File: src/rtl/cpu_defs.sv
// Shared CPU definitions: opcodes, instruction field slices, controller state.
// Imported by the pipeline controller and the hazard detector.
package cpu_defs;

  localparam logic [4:0] OP_NOP   = 5'b00000;
  localparam logic [4:0] OP_HALT  = 5'b00001;
  localparam logic [4:0] OP_LOAD  = 5'b00010;
  localparam logic [4:0] OP_STORE = 5'b00011;
  localparam logic [4:0] OP_SLL   = 5'b00100;
  localparam logic [4:0] OP_SRL   = 5'b00101;
  localparam logic [4:0] OP_SLA   = 5'b00110;
  localparam logic [4:0] OP_SRA   = 5'b00111;
  localparam logic [4:0] OP_ADD   = 5'b01000;
  localparam logic [4:0] OP_ADDI  = 5'b01001;
  localparam logic [4:0] OP_SUB   = 5'b01010;
  localparam logic [4:0] OP_SUBI  = 5'b01011;
  localparam logic [4:0] OP_CMP   = 5'b01100;
  localparam logic [4:0] OP_AND   = 5'b01101;
  localparam logic [4:0] OP_OR    = 5'b01110;
  localparam logic [4:0] OP_XOR   = 5'b01111;
  localparam logic [4:0] OP_LDIH  = 5'b10000;
  localparam logic [4:0] OP_ADDC  = 5'b10001;
  localparam logic [4:0] OP_SUBC  = 5'b10010;
  localparam logic [4:0] OP_JUMP  = 5'b11000;
  localparam logic [4:0] OP_JMPR  = 5'b11001;
  localparam logic [4:0] OP_BZ    = 5'b11010;
  localparam logic [4:0] OP_BNZ   = 5'b11011;
  localparam logic [4:0] OP_BN    = 5'b11100;
  localparam logic [4:0] OP_BNN   = 5'b11101;
  localparam logic [4:0] OP_BC    = 5'b11110;
  localparam logic [4:0] OP_BNC   = 5'b11111;

  localparam int OP_HI = 15;
  localparam int OP_LO = 11;
  localparam int R1_HI = 10;
  localparam int R1_LO = 8;
  localparam int R2_HI = 6;
  localparam int R2_LO = 4;
  localparam int R3_HI = 2;
  localparam int R3_LO = 0;

  typedef enum logic [1:0] {
    ST_IDLE,
    ST_RUN,
    ST_DRAIN,
    ST_HALTED
  } state_t;

  typedef struct packed {
    logic pc_we;
    logic pc_sel;
    logic if_id_we;
    logic if_id_flush;
    logic id_ex_flush;
    logic ex_mem_flush;
  } ctrl_t;

  function automatic logic [4:0] op_of(input logic [15:0] ir);
    return ir[OP_HI:OP_LO];
  endfunction

  function automatic logic [2:0] r1_of(input logic [15:0] ir);
    return ir[R1_HI:R1_LO];
  endfunction

  function automatic logic [2:0] r2_of(input logic [15:0] ir);
    return ir[R2_HI:R2_LO];
  endfunction

  function automatic logic [2:0] r3_of(input logic [15:0] ir);
    return ir[R3_HI:R3_LO];
  endfunction

endpackage

File: src/rtl/hazard_detect.sv
// Load-use hazard detector: stall when EX holds a LOAD whose destination
// feeds a source of the ID instruction. Ports: id_ir, ex_ir in; stall out.
module hazard_detect
  import cpu_defs::*;
(
  input  logic [15:0] id_ir,
  input  logic [15:0] ex_ir,
  output logic        stall
);

  logic [4:0] id_op;
  logic       use_r1;
  logic       use_r2;
  logic       use_r3;
  logic       hit;
  logic       unused_bits;

  assign id_op = op_of(id_ir);

  always_comb begin
    use_r1 = 1'b0;
    use_r2 = 1'b0;
    use_r3 = 1'b0;
    unique case (id_op)
      OP_ADD, OP_SUB, OP_CMP, OP_AND,
      OP_OR, OP_XOR, OP_ADDC, OP_SUBC: begin
        use_r2 = 1'b1;
        use_r3 = 1'b1;
      end
      OP_LOAD, OP_SLL, OP_SRL,
      OP_SLA, OP_SRA: begin
        use_r2 = 1'b1;
      end
      OP_STORE: begin
        use_r1 = 1'b1;
        use_r2 = 1'b1;
      end
      OP_ADDI, OP_SUBI, OP_LDIH, OP_JMPR,
      OP_BZ, OP_BNZ, OP_BN, OP_BNN,
      OP_BC, OP_BNC: begin
        use_r1 = 1'b1;
      end
      default: begin
        use_r1 = 1'b0;
      end
    endcase
  end

  always_comb begin
    hit = 1'b0;
    if (use_r1 && r1_of(id_ir) == r1_of(ex_ir))
      hit = 1'b1;
    if (use_r2 && r2_of(id_ir) == r1_of(ex_ir))
      hit = 1'b1;
    if (use_r3 && r3_of(id_ir) == r1_of(ex_ir))
      hit = 1'b1;
  end

  assign stall = (op_of(ex_ir) == OP_LOAD) && hit;

  assign unused_bits = ^{id_ir[7], id_ir[3], ex_ir[7:0]};

endmodule

File: src/rtl/pipe_ctrl.sv
// Pipeline controller: run FSM, load-use stall, branch redirect/flush,
// debug counters. Ports: clock/reset/enable/start, id/ex/mem_ir, flag in;
// PC and pipeline-register enables/flushes, status, counters out.
module pipe_ctrl
  import cpu_defs::*;
#(
  parameter int CNT_W = 16,
  parameter int DRAIN = 3
) (
  input  logic             clock,
  input  logic             reset,
  input  logic             enable,
  input  logic             start,
  input  logic [15:0]      id_ir,
  input  logic [15:0]      ex_ir,
  input  logic [15:0]      mem_ir,
  input  logic [2:0]       flag,
  output logic             pc_we,
  output logic             pc_sel,
  output logic             if_id_we,
  output logic             if_id_flush,
  output logic             id_ex_flush,
  output logic             ex_mem_flush,
  output logic             running,
  output logic             halted,
  output logic [CNT_W-1:0] cycle_cnt,
  output logic [CNT_W-1:0] stall_cnt
);

  localparam int DW = (DRAIN < 2) ? 1 : $clog2(DRAIN + 1);
  localparam logic [DW-1:0] D_INIT = DW'(DRAIN);
  localparam logic [DW-1:0] D_ONE  = DW'(1);

  state_t     state;
  state_t     state_nx;
  logic [DW-1:0] dcnt;
  logic [DW-1:0] dcnt_nx;
  logic       stall;
  logic       taken;
  logic       halt_id;
  logic       active;
  logic       stall_evt;
  ctrl_t      ctrl;
  logic       unused_mem;

  logic nf;
  logic zf;
  logic cf;
  assign {nf, zf, cf} = flag;

  hazard_detect u_hazard (
    .id_ir (id_ir),
    .ex_ir (ex_ir),
    .stall (stall)
  );

  always_comb begin
    taken = 1'b0;
    unique case (op_of(mem_ir))
      OP_JUMP, OP_JMPR: taken = 1'b1;
      OP_BZ:   taken = zf;
      OP_BNZ:  taken = ~zf;
      OP_BN:   taken = nf;
      OP_BNN:  taken = ~nf;
      OP_BC:   taken = cf;
      OP_BNC:  taken = ~cf;
      default: taken = 1'b0;
    endcase
  end

  assign halt_id = (op_of(id_ir) == OP_HALT);
  assign active  = (state == ST_RUN) ||
                   (state == ST_DRAIN);
  // Branch outranks the stall, so a stall only counts without one.
  assign stall_evt = enable && (state == ST_RUN) &&
                     !taken && stall;

  always_ff @(posedge clock) begin
    if (reset) begin
      state     <= ST_IDLE;
      dcnt      <= '0;
      cycle_cnt <= '0;
      stall_cnt <= '0;
    end else begin
      state <= state_nx;
      dcnt  <= dcnt_nx;
      if (enable && active && ~&cycle_cnt)
        cycle_cnt <= cycle_cnt + CNT_W'(1);
      if (stall_evt && ~&stall_cnt)
        stall_cnt <= stall_cnt + CNT_W'(1);
    end
  end

  always_comb begin
    state_nx = state;
    dcnt_nx  = dcnt;
    if (enable) begin
      unique case (state)
        ST_IDLE, ST_HALTED: begin
          if (start)
            state_nx = ST_RUN;
        end
        ST_RUN: begin
          if (!taken && !stall && halt_id) begin
            state_nx = ST_DRAIN;
            dcnt_nx  = D_INIT;
          end
        end
        ST_DRAIN: begin
          // A taken branch here means the HALT was fetched down
          // the wrong path, so resume normal fetch.
          if (taken) begin
            state_nx = ST_RUN;
            dcnt_nx  = '0;
          end else begin
            dcnt_nx = dcnt - D_ONE;
            if (dcnt == D_ONE)
              state_nx = ST_HALTED;
          end
        end
        default: state_nx = ST_IDLE;
      endcase
    end
  end

  always_comb begin
    ctrl = '0;
    if (enable) begin
      unique case (state)
        ST_RUN: begin
          if (taken) begin
            ctrl = '1;
          end else if (stall) begin
            ctrl.id_ex_flush = 1'b1;
          end else if (halt_id) begin
            ctrl = '0;
          end else begin
            ctrl.pc_we    = 1'b1;
            ctrl.if_id_we = 1'b1;
          end
        end
        ST_DRAIN: begin
          if (taken)
            ctrl = '1;
          else
            ctrl.id_ex_flush = 1'b1;
        end
        default: ctrl = '0;
      endcase
    end
  end

  assign pc_we        = ctrl.pc_we;
  assign pc_sel       = ctrl.pc_sel;
  assign if_id_we     = ctrl.if_id_we;
  assign if_id_flush  = ctrl.if_id_flush;
  assign id_ex_flush  = ctrl.id_ex_flush;
  assign ex_mem_flush = ctrl.ex_mem_flush;
  assign running      = active;
  assign halted       = (state == ST_HALTED);

  assign unused_mem = ^mem_ir[10:0];

endmodule

File: config.mk
export PLATFORM = sky130hd
export DESIGN_NAME = pipe_ctrl
export DESIGN_NICKNAME = d
export VERILOG_FILES = /design/src/rtl/cpu_defs.sv /design/src/rtl/hazard_detect.sv /design/src/rtl/pipe_ctrl.sv
export SDC_FILE = /design/constraint.sdc
export NUM_CORES = 1
export LEC_CHECK = 0
export CORE_MARGIN = 2
export CORE_UTILIZATION = 45
export CTS_BUF_LIST = sky130_fd_sc_hd__clkbuf_2
export CTS_CLUSTER_DIAMETER = 120
export DETAILED_ROUTE_END_ITERATION = 10
export PLACE_DENSITY_LB_ADDON = 0.25
export SLEW_MARGIN = 20
export SYNTH_ARGS = -nofsm -noshare
export SYNTH_HDL_FRONTEND = slang
export SYNTH_SLANG_ARGS = --single-unit
File: constraint.sdc
create_clock -name clock -period 3.9 [get_ports clock]
set_input_delay 0.39 -clock clock [delete_from_list [all_inputs] [get_ports clock]]
set_output_delay 0.39 -clock clock [all_outputs]
set_load 0.01 [all_outputs]
After elaboration in Yosys (flattened, before gate mapping)
Index checks and enable logic that the tools add are counted.
Widths: inputs -> output; s select.
{"block": "word_totals", "ff_bits": 36, "in_bits": 55, "output_inout_bits": 40}
{"block": "op_classes", "n_addsub": 3, "n_eq_ne": 44, "mux": 23, "n_bitwise": 3, "n_reduce_logical": 28}
{"op": "$eq 5x5->1 const B", "n": 18}
{"op": "$eq 5x4->1 const B", "n": 8}
{"op": "$add 16x1->16 const B", "n": 2}
{"op": "$reduce_and 16->1", "n": 2}
{"op": "$eq 5x3->1 const B", "n": 4}
{"op": "$eq 5x2->1 const B", "n": 3}
{"op": "$reduce_or 14->1", "n": 1}
{"op": "$logic_and 1x1->1", "n": 12}
{"op": "$mux 2", "n": 6}
{"op": "$mux 6", "n": 2}
{"op": "$pmux 6 s2", "n": 1}
{"op": "$reduce_or 11->1", "n": 1}
{"op": "$eq 3x3->1", "n": 3}
{"op": "$mux 1", "n": 9}
{"op": "$mux 4", "n": 2}
{"op": "$reduce_or 8->1", "n": 1}
{"op": "$pmux 1 s7", "n": 1}
{"op": "$pmux 2 s3", "n": 1}
{"op": "$eq 5x1->1 const B", "n": 1}
{"op": "$eq 2x1->1 const B", "n": 2}
{"op": "$eq 2x2->1 const B", "n": 2}
{"op": "$logic_not 1->1", "n": 4}
{"op": "$pmux 2 s2", "n": 1}
{"op": "$reduce_and 4->1", "n": 1}
{"op": "other kinds (10)", "n": 13}

Depth between registers and ports, before layout
{"block": "logic_depth", "depth_word": 13, "depth_mapped": 9}

Modules after synthesis
From an unflattened synthesis, not the netlist that was laid out.
{"block": "hier_totals", "hier_cells": 284, "hier_area_um2": 2353.5}
{"module": "pipe_ctrl", "instances": 1, "cells_each": 253, "area_per_inst_um2": 2140.8, "seq_area_each_um2": 720.7}
{"module": "hazard_detect", "instances": 1, "cells_each": 31, "area_per_inst_um2": 212.7, "seq_area_each_um2": 0.0}

Worst setup path after synthesis
No wires, ideal clock.
{"block": "synth_timing", "path_type": "in2out", "from": "in id_ir[12]", "to": "out pc_we", "t_arrival_ns": 1.889, "required_time_ns": 3.510, "slack_ns": 1.621, "path_stages": 8, "cell_sequence": "or4b_1 a22oi_2 o2111ai_2 a21oi_2 nor2_1 nand3_1 a21boi_0 buf_4"}
{"block": "synth_between", "elab_chain_cells": 12}
{"item": "from (decl)", "line": "pipe_ctrl.sv:14", "text": "input logic [15:0] id_ir,"}
{"item": "$eq 5x4->1 (tied with other cells)", "line": "hazard_detect.sv:24", "text": "unique case (id_op)"}
{"item": "$reduce_or 11->1 (no line)"}
{"item": "$mux 1", "line": "hazard_detect.sv:24"}
{"item": "$logic_and 1x1->1", "line": "hazard_detect.sv:51", "text": "if (use_r1 && r1_of(id_ir) == r1_of(ex_ir))"}
{"item": "$mux 1", "line": "hazard_detect.sv:51"}
{"item": "$mux 1", "line": "hazard_detect.sv:53", "text": "if (use_r2 && r2_of(id_ir) == r1_of(ex_ir))"}
{"item": "$mux 1", "line": "hazard_detect.sv:55", "text": "if (use_r3 && r3_of(id_ir) == r1_of(ex_ir))"}
{"item": "$logic_and 1x1->1", "line": "hazard_detect.sv:59", "text": "assign stall = (op_of(ex_ir) == OP_LOAD) && hit;"}
{"item": "$mux 4 (*)", "line": "pipe_ctrl.sv:133", "text": "end else if (stall) begin"}
{"item": "$mux 6 (*)", "line": "pipe_ctrl.sv:131", "text": "if (taken) begin"}
{"item": "$pmux 6 s2 (*)", "line": "pipe_ctrl.sv:129", "text": "unique case (state)"}
{"item": "$mux 6 (*)", "line": "pipe_ctrl.sv:128", "text": "if (enable) begin"}
{"item": "to (decl)", "line": "pipe_ctrl.sv:18", "text": "output logic pc_we,"}
Every way passes the cells marked *; elsewhere a longest branch is shown, timed or not.

Worst setup path in the final report
{"block": "layout_timing", "from": "in id_ir[15]", "to": "out if_id_we"}
{"block": "layout_between", "elab_chain_cells": 12}
{"item": "$eq 5x4->1 (tied with other cells)", "line": "hazard_detect.sv:24"}
{"item": "$reduce_or 11->1 (no line)"}
{"item": "$mux 1", "line": "hazard_detect.sv:24"}
{"item": "$logic_and 1x1->1", "line": "hazard_detect.sv:51"}
{"item": "$mux 1", "line": "hazard_detect.sv:51"}
{"item": "$mux 1", "line": "hazard_detect.sv:53"}
{"item": "$mux 1", "line": "hazard_detect.sv:55"}
{"item": "$logic_and 1x1->1", "line": "hazard_detect.sv:59"}
{"item": "$mux 4 (*)", "line": "pipe_ctrl.sv:133"}
{"item": "$mux 6 (*)", "line": "pipe_ctrl.sv:131"}
{"item": "$pmux 6 s2 (*)", "line": "pipe_ctrl.sv:129"}
{"item": "$mux 6 (*)", "line": "pipe_ctrl.sv:128"}
{"item": "to (decl)", "line": "pipe_ctrl.sv:20", "text": "output logic if_id_we,"}
Marks and branches as above.

==> flow_summary_export.csv <==
group,metric,value,unit
outcome,status,"finished clean",
min_path,holdCritStartpoint,"dcnt[1]",
setup_path,r2r_start,"state[0]",
synthesis,synth_compound_area_share,17.3,%
synthesis,async_reset_ff_share,0,%
synthesis,synth_top_family_by_area,"simple AND/OR/NAND/NOR gates",
synthesis,synthAdderAreaFrac,3.47,%
sta,fin_skew,0.0104,ns
sta,worstMarginPinSlew,0.976,ns
global_route,track_usage,20.0,%
synthesis,yosysWarnings,0,
sta,finalWorstSetupSlack,0.508,ns
clocking,cts_buffers,5,
synthesis,synth_flop_cell,"dfxtp_1",
clocking,root_buffer,"clkbuf_2",
pwr,combPwrFrac,15.9,%
clocking,clock_sinks,36,
sta,period_needed,3.39,ns
pwr,switching_power,167,uW
synthesis,synth.yosys.seq_area_share,33.3,%
global_route,grt_pass1_wl,8670,um
synthesis,syn-num-nets,328,
clocking,cts_hold_buffers,0,
pwr,power.share.clock,26.0,%
die,io_pins,95,
pwr,ir_drop,154,uV
min_path,hp-class,"reg2reg",
synthesis,syn_inst,267,
global_route,overflow,0,
clocking,cts_setup_buffers,0,
placement,hpwlAfterDp,3860,um
die,num_rows,25,
pwr,p_int,477,uW
pwr,powerDensity,218,nW/um^2
finish,fin_area,2960,sq um
min_path,hold_depth,2,
finish,fin_cells,394,
route,avgRoutedWirePerCell,12.8,um
setup_path,r2r-end,"cycle_cnt[15]",
sta,min_period_over_period,87.0,%
sta,holdWs,0.484,ns
placement,dp_cells,386,
sta,slew_violations,0,
route,dr.pass1.iters,4,
synthesis,synth-xor-area-share,10.5,%
synthesis,synth_top_area_share,33.3,%
sta,setup_viol,0,
synthesis,yosys.area.top_type,"dfxtp_1",
synthesis,ys_types,48,
sta,relSlewSlack,34.7,%
setup_path,crit_fanout,9,
synthesis,yosys.area_share.simple,28.0,%
clocking,htree_levels,2,
pwr,p_leak,0.000988,uW
global_route,grt_max_degree,28,
clocking,clk_pin_slew_worst_paths,0.18,ns
clocking,cts_resized,0,
placement,gp_congestion,0.788,
placement,dpl_cell_area,2920,sq um
setup_path,cp-start-kind,"primary input",
global_route,grt_pass1_vias,1978,
setup_path,worstPathRequired,3.51,ns
die,start_util,46.1,%
min_path,holdPathEnd,"dcnt[1]",
sta,rsz0062_at_grt,"no",
synthesis,synth_mux_area_share,2.43,%
route,drtAntennaViolNets,0,
route,vias,2152,
sta,hold_viol_final,0,
setup_path,cp-end-kind,"output port",
synthesis,netlist_area,2160,sq um
sta,fmax,295,MHz
clocking,cts.path.max_buffers,2,
synthesis,synth-edff-count,0,
pwr,switching_share,26.0,%
route,wirelength,5060,um
setup_path,worstPathArrival,3.00,ns
job,maxCapViolCount,0,
route,vias_per_cell,5.46,
finish,synthToLayoutAreaGrowth,36.5,%
synthesis,yosys-top-cells-area,"dfxtp_1 (33%), nor2_1 (6.1%), xor2_1 (5.7%)",
route,drt_iter0_markers,58,
die,die_area,5380,sq um
setup_path,reg2reg_depth,9,
pwr,seqPwrFrac,58.1,%
clocking,worstSkewPairLatency,0.37,ns
placement,dp_worst_setup_slack,0.471,ns
finish,antenna_cells,0,
finish,drive_above_1_share,4.41,%
setup_path,reg2reg_slack,1.57,ns
die,die_x,73.4,um
synthesis,synth-seq-cells,36,
die,coreArea,4690,sq um
finish,nets,400,
die,die_h,73.4,um
synthesis,synth_area_per_cell,8.11,sq um
global_route,antenna_found_initial,0,
route,route.detailed.drc,0,
setup_path,path_class,"in2out",
placement,portBuffers,73,
sta,tns,0,ns
clocking,cts_tree,"built",
-- cells in the mapped netlist (all sizes together) (3+ instances only) --
master / number
nand2: 17
and4: 3
dfxtp: 36
clkbuf: 4
inv: 14
a21oi: 20
xor2: 14
buf: 5
a21boi: 3
nor2b: 4
or3: 8
nor3: 8
ha: 6
nand3: 10
nand4: 6
o2111ai: 3
or4: 7
and3: 3
o31ai: 8
mux2i: 3
o21ai: 11
xnor2: 12
nand2b: 4
nor2: 35
-- cell type report --
class / instances / area, sq um
fillers: 435 / 1740
multi-input cells: 208 / 1340
repair buffers: 74 / 738
flip-flops and latches: 36 / 721
well taps: 54 / 67.6
inverters: 14 / 52.6
clock buffers: 7 / 35.0
clock inverters: 1 / 3.75
-- state kept, by name, indices dropped and copies added, names as in the netlist --
| name | flops |
|---|---|
| stall_cnt | 16 |
| cycle_cnt | 16 |
| state | 2 |
| dcnt | 2 |
-- cells in the final DEF, fill, tap and decap left out, drive strengths merged, types with 3 or more instances in the layout --
| cell | n |
|---|---|
| a21boi | 3 |
| a21oi | 20 |
| and3 | 3 |
| and4 | 3 |
| clkbuf | 7 |
| clkdlybuf4s50 | 73 |
| dfxtp | 36 |
| ha | 6 |
| inv | 14 |
| mux2i | 3 |
| nand2 | 17 |
| nand2b | 4 |
| nand3 | 10 |
| nand4 | 6 |
| nor2 | 35 |
| nor2b | 4 |
| nor3 | 8 |
| o2111ai | 3 |
| o21ai | 11 |
| o31ai | 8 |
| or3 | 8 |
| or4 | 7 |
| xnor2 | 12 |
| xor2 | 14 |
-- per-layer routing --
| layer | GRT usage, % | share of wire [%] | routed length (um) | up-vias |
|---|---|---|---|---|
| met1 | 24.6 | 46 | 2300 | 1016 |
| met3 | 4.12 | 3.7 | 185 | 5 |
| li1 | - | - | - | 1101 |
| met2 | 35.2 | 50 | 2530 | 30 |
| met4 | 5.45 | 0.79 | 40 | 0 |
| met5 | 0 | 0 | 0 | - |
-- power by group through the flow --
stage | clock network [uW] | registers, uW | logic [uW]
2_1_floorplan | 0 | 382 | 48.6
3_3_place_gp | 0 | 382 | 99.8
3_5_place_dp | 0 | 382 | 102
4_1_cts | 176 | 374 | 103
5_1_grt | 189 | 375 | 113
6_report | 168 | 374 | 102
-- critical path, stage by stage --
cell	delay, ns
clkdlybuf4s50_1	0.59
o21ai_0	0.12
and3b_1	0.17
o31ai_1	0.37
a21oi_2	0.12
nor2_1	0.28
nand3_1	0.11
a21boi_0	0.25
clkdlybuf4s50_1	0.59
-- worst max path at each step --
stage | from | to | slack (ns) | cells after the start
after floorplan | id_ir[12] | pc_we | 1.62 | 8
after global placement | id_ir[15] | if_id_we | 0.53 | 9
after detailed placement | id_ir[15] | if_id_we | 0.47 | 9
after CTS | id_ir[15] | if_id_we | 0.47 | 9
after global routing | id_ir[15] | if_id_we | 0.27 | 9
final | id_ir[15] | if_id_we | 0.51 | 9
-- kinds of logic after synthesis --
logic type | count (synthesis)
adder cells (fa/ha/maj) | 6
flip-flops | 36
AO/OA/AOI/OAI | 56
AND/OR/NAND/NOR | 115
multiplexers | 5
XOR/XNOR | 26
buffers and inverters | 23
-- per-stage QoR --
stage          power [uW]  utilization [%]
3_5_place_dp          484             62.2
2_1_floorplan         430                -
6_report              644             63.0
3_3_place_gp          482             62.2
5_1_grt               678             63.0
4_1_cts               653             63.0
Note: power is estimated with default switching activity, not from simulation.
==> RTL change, RTL diff (same flow settings) <==
Reset style: asynchronous (`reset`), changed in one clocked block.
--- a/src/rtl/pipe_ctrl.sv
+++ b/src/rtl/pipe_ctrl.sv
@@ -77,3 +77,3 @@
 
-  always_ff @(posedge clock) begin
+  always_ff @(posedge clock or posedge reset) begin
     if (reset) begin
Function: differs if reset is asserted again (counterexample within 4 cycles, from zero or initial values and one cycle with reset high); with reset held inactive, the same outputs for 10 cycles.
==> RTL change against the original RTL <==
Core utilization is 0.75 points higher. Maximum frequency is 1.3% lower. Global-route usage is 1.8 points lower. Routed wire length is 8.6% lower. Synthesized area is 2.0% higher. Setup slack worse by 0.044 ns. Die area is 1.9% higher. Sequential cell count stayed put. Cell count is 9.6% lower. Design area is 1.9% higher. Largest cell class unchanged. Count of clock-buffer cells in the layout is 1 lower.
Power is not compared: it rests on default switching activity, and its combinational part moved more than twofold at a synthesized area within 25%.
==> RTL change: results (changes against the original RTL) <==
set qor(run_status) {finished, final reports clean}
set qor(routedWlPerCell_microns) 12.98 ;# +1.2%
set qor(finClkSkew_ns) 0.01960 ;# +0.009244 ns
set qor(netlist_top_cells_area) {sky130_fd_sc_hd__dfrtp_1 41%, sky130_fd_sc_hd__xnor2_1 12%, sky130_fd_sc_hd__xor2_1 4.0%}
set qor(timing.critical_path.arrival_ns) 3.05 ;# +0.05 ns
set qor(dpl.hpwl_mm) 3.526 ;# -8.7%
set qor(timing.critical_path.slowest_stage_cell) {sky130_fd_sc_hd__o311ai_4}
set qor(place.gp.congestion) 0.7916 ;# +0.51%
set qor(n_fill_cell) 403 ;# -7.4%
set qor(total_vias_in_the_final_route) 1867 ;# -13%
set qor(cpPeakStageDelay_ns) 0.77 ;# +0.18 ns
set qor(synth_area_in_compound_gates_pct) 8.957 ;# -8.4 points
set qor(antenna_cells) 0 ;# unchanged
set qor(final_layout_size_suffix_gt1_share_pct) 7.266 ;# +2.9 points
set qor(seq_area_frac_synth_pct) 40.82 ;# +7.5 points
set qor(synth_top_cells_by_count) {36 x sky130_fd_sc_hd__dfrtp_1, 31 x sky130_fd_sc_hd__xnor2_1, 14 x sky130_fd_sc_hd__nand3_1, 13 x sky130_fd_sc_hd__nand4_1}
set qor(clk_pin_slew_worst_paths_ns) 0.17
set qor(slew-limit-headroom_pct) 43.45 ;# +8.7 points
set qor(first_global_vias) 1708 ;# -14%
set qor(yosys_warnings) 0 ;# unchanged
set qor(min-delay-path-class) {in -> async}
set qor(root_buffer) {sky130_fd_sc_hd__clkbuf_2}
set qor(largest_net_degree_at_the_start_of_global_routing) 37 ;# +32%
set qor(detailedRoute.firstIterationViolations) 48 ;# -17%
set qor(proportion_of_synthesized_area_in_mux_cells_pct) 3.118 ;# +0.69 points
set qor(synth-async-reset-ratio_pct) 100.0 ;# +100 points
set qor(worstPathMaxFanout) 17 ;# +8
set qor(track_usage_pct) 18.23 ;# -1.8 points
set qor(ff2ff_path_depth) 5 ;# -4
set qor(drc_errors) 0 ;# unchanged
set qor(grt_pass1_wl_mm) 7.810 ;# -10%
set qor(postSynthNetCount) 276 ;# -16%
set qor(largestRegisters) {cycle_cnt (16), stall_cnt (16)}
set qor(fin_nets) 350 ;# -13%
set qor(synth-adder-area-share_pct) 3.401 ;# -0.067 points
set qor(post_synth_xor_area_fraction_pct) 16.27 ;# +5.7 points
## RTL change: area by class of cell
class / count / area share [%]
sequential: 36 / 29.93
clock inverter: 1 / 0.1663
inverter: 10 / 1.247
multi-input combinational: 160 / 39.86
timing repair buffer: 76 / 25.02
clock buffer: 6 / 0.9975
tap: 67 / 2.785
## RTL change: critical path: cells and delay by family
family,cells,cell delay [ns]
AO/OA/AOI/OAI,3,1.02
buffers and inverters,2,1.11
AND/OR/NAND/NOR,3,0.51
## RTL change: kinds of logic (layout without fill, tap and decap cells)
family | count (synthesis) | after routing
AOI/OAI and AO/OA | 23 | 23
xor gates and xnor gates | 41 | 41
adders and majority gates | 6 | 6
buffers and inverters | 19 | 93
DFF | 36 | 36
muxes | 6 | 6
and+or+nand+nor | 84 | 84
## RTL change: metrics by stage
stage | hold WS [ns] | power, mW | cell area [sq um] | cells | setup WS (ns)
2_1_floorplan | 0.4793 | 0.7004 | 2207 | 215 | 1.477
3_3_place_gp | 0.4809 | 0.8822 | 2975 | 349 | 0.5381
3_5_place_dp | 0.4811 | 0.8904 | 2975 | 349 | 0.5072
4_1_cts | 0.3961 | 1.051 | 3010 | 356 | 0.4838
5_1_grt | 0.4281 | 1.113 | 3010 | 356 | 0.3025
6_report | 0.3910 | 1.041 | 3010 | 356 | 0.4649
## RTL change: power by group through the flow
stage	Combinational (mW)	Sequential [mW]	Clock [mW]
after global routing	0.454	0.481	0.179
after global placement	0.402	0.480	0
after CTS	0.411	0.475	0.165
after detailed placement	0.408	0.483	0
final	0.407	0.475	0.159
after floorplan	0.219	0.481	0
## RTL change: worst paths after layout
kind                         startpoint            to  slack (ns)
max                           id_ir[14]   id_ex_flush        0.46
min                               reset  stall_cnt[6]        0.39
max reg2reg                cycle_cnt[7]  cycle_cnt[1]        1.70
min reg2reg                stall_cnt[6]  stall_cnt[6]        0.50
max in group asynchronous         reset  stall_cnt[2]        3.18
min in group clock         stall_cnt[6]  stall_cnt[6]        0.50
## RTL change: routing by layer
metal / track usage, % / up-vias / share of wire (%)
met5: 0 / - / 0
met4: 4.848 / 0 / 1.3
met3: 4.201 / 7 / 4.2
met2: 29.07 / 55 / 49
met1: 25.09 / 884 / 46
li1: - / 921 / -
